## config.mk

```make
export PLATFORM = sky130hd
export DESIGN_NAME = spike_time_encoder
export DESIGN_NICKNAME = d
export VERILOG_FILES = /design/src/rtl/tnn_pkg.sv /design/src/rtl/spike_capture.sv /design/src/rtl/spike_time_encoder.sv
export SDC_FILE = /design/constraint.sdc
export NUM_CORES = 1
export LEC_CHECK = 0
export ABC_AREA = 1
export BUFFER_PORTS_ARGS = -buffer_cell sky130_fd_sc_hd__clkbuf_2
export CAP_MARGIN = 20
export CORE_UTILIZATION = 36
export DETAILED_ROUTE_END_ITERATION = 10
export MAX_ROUTING_LAYER = met4
export PLACE_DENSITY = 0.64
export SYNTH_ARGS = -nofsm -noshare
export SYNTH_HDL_FRONTEND = slang
export SYNTH_SLANG_ARGS = --single-unit
```

## constraint.sdc

```tcl
create_clock -name clk -period 1.8 [get_ports clk]
set_input_delay 0.27 -clock clk [delete_from_list [all_inputs] [get_ports clk]]
set_output_delay 0.27 -clock clk [all_outputs]
set_load 0.1 [all_outputs]
```

## src/rtl/tnn_pkg.sv

```systemverilog
// Shared types and default sizing for the temporal-neural-network datapath blocks.
// Default parameters, the spike-time entry type, the no-spike code and the volley FIFO state.
package tnn_pkg;

  localparam int DEF_TIME_PERIOD = 8;
  localparam int DEF_NUM_LINES   = 16;
  localparam int DEF_TW          = $clog2(DEF_TIME_PERIOD);

  typedef logic [DEF_TW+1:0] spike_time_t;

  localparam spike_time_t NO_SPIKE = spike_time_t'(DEF_TIME_PERIOD);

  typedef enum logic [1:0] {
    EMPTY,
    ONE,
    FULL
  } fifo_state_t;

endpackage

```

## src/rtl/spike_capture.sv

```systemverilog
// Per-line first-spike latch: remembers the window time of the first spike seen
// since the last clear.
module spike_capture
  import tnn_pkg::*;
#(
  parameter int TIME_PERIOD = DEF_TIME_PERIOD,
  localparam int TW = $clog2(TIME_PERIOD)
) (
  input  logic        clk,
  input  logic        rst_l,
  input  logic [TW:0] i_time,
  input  logic        i_spike,
  input  logic        i_clear,
  output logic        o_seen,
  output logic [TW:0] o_time
);

  localparam logic [TW:0] PERIOD_T = (TW+1)'(TIME_PERIOD);

  logic        r_seen;
  logic [TW:0] r_time;
  logic        w_take;

  // Out-of-window times never capture, and only the first spike of a window is kept.
  assign w_take = i_spike & ~r_seen & (i_time < PERIOD_T);

  always_ff @(posedge clk or negedge rst_l) begin
    if (!rst_l) begin
      r_seen <= 1'b0;
      r_time <= '0;
    end else if (i_clear) begin
      r_seen <= 1'b0;
    end else if (w_take) begin
      r_seen <= 1'b1;
      r_time <= i_time;
    end
  end

  assign o_seen = r_seen;
  assign o_time = r_time;

endmodule

```

## src/rtl/spike_time_encoder.sv

```systemverilog
// Encodes per-cycle spike pulses into one first-spike-time volley per gamma window
// and delivers completed volleys through a 2-entry valid/ready FIFO.
module spike_time_encoder
  import tnn_pkg::*;
#(
  parameter int NUM_LINES   = DEF_NUM_LINES,
  parameter int TIME_PERIOD = DEF_TIME_PERIOD,
  localparam int TW = $clog2(TIME_PERIOD),
  localparam int EW = TW + 2
) (
  input  logic                    clk,
  input  logic                    rst_l,
  input  logic [TW:0]             time_val,
  input  logic [NUM_LINES-1:0]    spikes_in,
  input  logic                    flush,
  output logic                    vol_valid,
  input  logic                    vol_ready,
  output logic [NUM_LINES*EW-1:0] spike_times,
  output logic                    overflow,
  output logic [7:0]              drop_cnt
);

  localparam logic [TW:0]   LAST_T      = (TW+1)'(TIME_PERIOD - 1);
  localparam logic [EW-1:0] EMPTY_ENTRY = EW'(TIME_PERIOD);

  fifo_state_t             r_state;
  fifo_state_t             w_state_next;
  logic [NUM_LINES*EW-1:0] r_head;
  logic [NUM_LINES*EW-1:0] r_tail;
  logic                    r_overflow;
  logic [7:0]              r_drop_cnt;

  logic                    w_boundary;
  logic                    w_push;
  logic                    w_pop;
  logic                    w_clear;
  logic                    w_drop;
  logic [NUM_LINES-1:0]    w_seen;
  logic [TW:0]             w_time [NUM_LINES];
  logic [NUM_LINES*EW-1:0] w_volley;

  assign w_boundary = (time_val == LAST_T);
  assign w_push     = w_boundary & ~flush;
  assign w_pop      = vol_valid & vol_ready;
  assign w_clear    = w_boundary | flush;

  for (genvar g = 0; g < NUM_LINES; g++) begin : g_line
    spike_capture #(
      .TIME_PERIOD(TIME_PERIOD)
    ) u_capture (
      .clk    (clk),
      .rst_l  (rst_l),
      .i_time (time_val),
      .i_spike(spikes_in[g]),
      .i_clear(w_clear),
      .o_seen (w_seen[g]),
      .o_time (w_time[g])
    );
  end

  // A spike arriving in the boundary cycle itself still belongs to the closing window.
  always_comb begin
    w_volley = '0;
    for (int i = 0; i < NUM_LINES; i++) begin
      if (w_seen[i]) begin
        w_volley[i*EW +: EW] = {1'b0, w_time[i]};
      end else if (w_boundary && spikes_in[i]) begin
        w_volley[i*EW +: EW] = {1'b0, LAST_T};
      end else begin
        w_volley[i*EW +: EW] = EMPTY_ENTRY;
      end
    end
  end

  always_ff @(posedge clk or negedge rst_l) begin
    if (!rst_l) begin
      r_state <= EMPTY;
    end else begin
      r_state <= w_state_next;
    end
  end

  always_comb begin
    w_state_next = r_state;
    w_drop       = 1'b0;
    if (flush) begin
      w_state_next = EMPTY;
    end else begin
      case (r_state)
        EMPTY: if (w_push) w_state_next = ONE;
        ONE: begin
          if (w_push && !w_pop) w_state_next = FULL;
          else if (!w_push && w_pop) w_state_next = EMPTY;
        end
        FULL: begin
          if (!w_push && w_pop) w_state_next = ONE;
          else if (w_push && !w_pop) w_drop = 1'b1;
        end
        default: w_state_next = EMPTY;
      endcase
    end
  end

  always_comb begin
    vol_valid   = (r_state != EMPTY);
    spike_times = vol_valid ? r_head : {NUM_LINES{EMPTY_ENTRY}};
  end

  // Head always holds the oldest volley; a pop with a concurrent push shifts tail forward.
  always_ff @(posedge clk or negedge rst_l) begin
    if (!rst_l) begin
      r_head <= {NUM_LINES{EMPTY_ENTRY}};
      r_tail <= {NUM_LINES{EMPTY_ENTRY}};
    end else if (!flush) begin
      case (r_state)
        EMPTY: if (w_push) r_head <= w_volley;
        ONE: begin
          if (w_push && w_pop) r_head <= w_volley;
          else if (w_push) r_tail <= w_volley;
        end
        FULL: begin
          if (w_pop) begin
            r_head <= r_tail;
            if (w_push) r_tail <= w_volley;
          end
        end
        default: ;
      endcase
    end
  end

  always_ff @(posedge clk or negedge rst_l) begin
    if (!rst_l) begin
      r_overflow <= 1'b0;
      r_drop_cnt <= 8'd0;
    end else if (w_drop) begin
      r_overflow <= 1'b1;
      if (r_drop_cnt != 8'hFF) r_drop_cnt <= r_drop_cnt + 8'd1;
    end
  end

  assign overflow = r_overflow;
  assign drop_cnt = r_drop_cnt;

endmodule

```

==> impl_metrics.env <==
export IMPL_h_tree_depth=1
export IMPL_worstSetupStartpointType="register"
export IMPL_synth_top_cells_by_area="dfrtp_1 44%, nand2_1 26%, dfstp_2 7.9%"
export IMPL_end_kind="output port"
export IMPL_routed_via_density=4.69
export IMPL_antenna_cells=0
export IMPL_maxCapViolations=0
export IMPL_vias=9130
export IMPL_yosysTopAreaCell="dfrtp_1"
export IMPL_rsz0062_at_grt="true"
export IMPL_max_slew_margin_pct=64.1
export IMPL_yosysUniqueCellTypes=27
export IMPL_async_flop_share_pct=100
export IMPL_stdcell_area_um2=13800
export IMPL_powerDensity_nw_per_um2=1180
export IMPL_placed_area_um2=12800
export IMPL_die_area_um2=30200
export IMPL_wl_per_cell_um=13.8
export IMPL_syn_area_per_cell_um2=7.38
export IMPL_slowest_delay_ns=0.39
export IMPL_coreArea_um2=28900
export IMPL_fmax_mhz=503
export IMPL_p_leak_nw=7.33
export IMPL_hold_class="input pin to register"
export IMPL_gp_congestion=0.814
export IMPL_drtIter0Drc=539
export IMPL_synth_edf_count=0
export IMPL_fin_ws_ns=-0.189
export IMPL_tightest_slew_ns=0.541
export IMPL_crit_arrival_ns=1.72
export IMPL_grt_pass1_vias=8956
export IMPL_cts_buffer_depth=3
export IMPL_yosysSeqAreaShare_pct=51.9
export IMPL_ys_seq_elements=219
export IMPL_synth_area_um2=10600
export IMPL_setup_violations_final=65
export IMPL_grt_overflow_total=0
export IMPL_path_common_cell="buf_12"
export IMPL_yosysMostFrequentCell="nand2_1"
export IMPL_clock_latency_ns=0.51
export IMPL_drc=0
export IMPL_crit_type="register to output port"
export IMPL_fin_cells=1948
export IMPL_drv_slew=0
export IMPL_ir_worst_vdd_uv=570
export IMPL_dp_cells=1897
export IMPL_clock_root_buffer="clkbuf_16"
export IMPL_synth_commonest_cells="735 x nand2_1, 187 x dfrtp_1, 116 x inv_1"
export IMPL_rows=62
export IMPL_drive_gt1_share_pct=19.5
export IMPL_cts_tree="yes"
export IMPL_crit_required_ns=1.53
export IMPL_drtPass1Iterations=5
export IMPL_dp_hpwl_mm=17.8
export IMPL_crit_path_top_delay_cell="dfrtp_1"
export IMPL_start_util_pct=36.9
export IMPL_synthToLayoutAreaGrowth_pct=30.0
export IMPL_synth_cells=1442
export IMPL_hold_violations=0
export IMPL_grtUsageTotal_pct=18.7
export IMPL_port_buffers=97
export IMPL_fin_setup_tns_ns=-8.24
export IMPL_fin_crit_ns=1.99
export IMPL_grt_max_degree=50
export IMPL_status="finished with violations"
export IMPL_clkTransAtPathRegs_ns=0.06
export IMPL_yosysWarningCount=0
export IMPL_antenna_found_initial=0
export IMPL_critPathMaxFanout=8
export IMPL_dominantRegCellSynth="dfrtp_1"
export IMPL_die_width_um=174
export IMPL_min_period_over_period_pct=111
export IMPL_grt_pass1_wl_mm=45.1
export IMPL_pin_count=114
export IMPL_cts_made_buffers=23
export IMPL_die_h_um=174
export IMPL_violations="setup timing"
export IMPL_drtAntennaViolNets=0
export IMPL_path_cells="nor2_4 -> buf_12 -> buf_4 -> buf_16 -> nor2_2 -> buf_12"
export IMPL_skew_ns=0.00922
export IMPL_layout_nets=1573
export IMPL_clkSinkCount=219
export IMPL_synth_top_area_share_pct=44.0
export IMPL_wl_mm=27.0
==> what timing repair did <==
action	CTS	global route
endpoints found under the hold margin	35	0
pin swaps	1	0
setup endpoints to repair	65	124
gates cloned	3	0
resized for setup	36	8
hold buffers	1	0
setup buffers	6	0
==> worst max-delay path, delay by kind of cell (launching register included) <==
kind	cells	cell delay, ns
buffers and inverters	4	0.64
DFF	1	0.39
and+or+nand+nor	2	0.19
==> registers in the layout (all words and copies together), names as in the netlist <==
| name | cells |
|---|---|
| r_state | 2 |
| drop_cnt | 8 |
| overflow | 1 |
| r_head | 64 |
| r_tail | 64 |
| g_line.u_capture.o_seen | 16 |
| g_line.u_capture.o_time | 64 |
==> cell type report <==
cell class	count	area, um2
fill	2794	15000
sequential	219	5520
multi-input combinational	1045	4610
timing repair buffer	141	2070
clock buffer	36	674
tap	384	480
inverter	118	447
clock inverter	5	25.0
==> power breakdown <==
group	leakage, nW	internal, mW	total, mW	switching (mW)
clock	0.348	2.56	4.42	1.86
sequential	2.82	6.04	6.57	0.538
combinational	4.16	1.89	5.32	3.43
==> metrics by stage <==
stage	power, mW	utilization (%)	hold slack, ns	setup slack [ns]
after detailed placement	11.5	44.4	0.193	0.109
after global routing	17.2	47.9	0.236	-0.253
after floorplan	9.88	-	-0.0256	-0.190
final	16.3	47.9	0.197	-0.189
after CTS	16.5	47.9	0.182	-0.234
after global placement	11.5	44.4	0.194	0.174
==> worst paths after layout <==
path | slack [ns] | to | startpoint | cells past startpoint
max in group asynchronous | 0.83 | r_head[73] | rst_l | 3
min | 0.20 | g_line[15].u_capture.o_seen | flush | 4
min reg2reg | 0.46 | g_line[3].u_capture.o_time[3] | g_line[3].u_capture.o_time[3] | 2
min in group asynchronous | 0.26 | r_head[16] | rst_l | 2
max | -0.19 | spike_times[75] | r_state[0] | 6
max reg2reg | 0.19 | r_tail[55] | r_state[1] | 6
==> placed cells by master, fill, tap and decap left out, drive strengths merged, types with 2 or more instances in the layout <==
cell	instances
or2	32
nand2	738
and2	15
xor2	2
a21oi	2
dfstp	32
o21ai	69
nand3	88
conb	16
inv	117
dfrtp	187
clkbuf	67
clkinv	5
buf	109
nor2	78
==> per-layer routing <==
metal	GRT usage, %	routed length (um)	vias to the layer above
li1	-	-	4547
met1	25.7	12600	4354
met2	29.0	12600	185
met3	2.84	1280	44
met4	4.79	495	0
met5	-	0	-
==> cell families (layout without fill, tap and decap cells) <==
logic type / Yosys count / after routing / share of synthesized area, %
flops: 219 / 219 / 51.9
xor+xnor: 3 / 3 / 0.247
compound gates: 72 / 72 / 3.52
fa+ha+maj: 1 / 1 / 0.118
other cells: 1 / 16 / 0.0353
simple gates: 953 / 953 / 36.0
buf+inv: 193 / 300 / 8.14
Power figures use the tool's default switching activity.
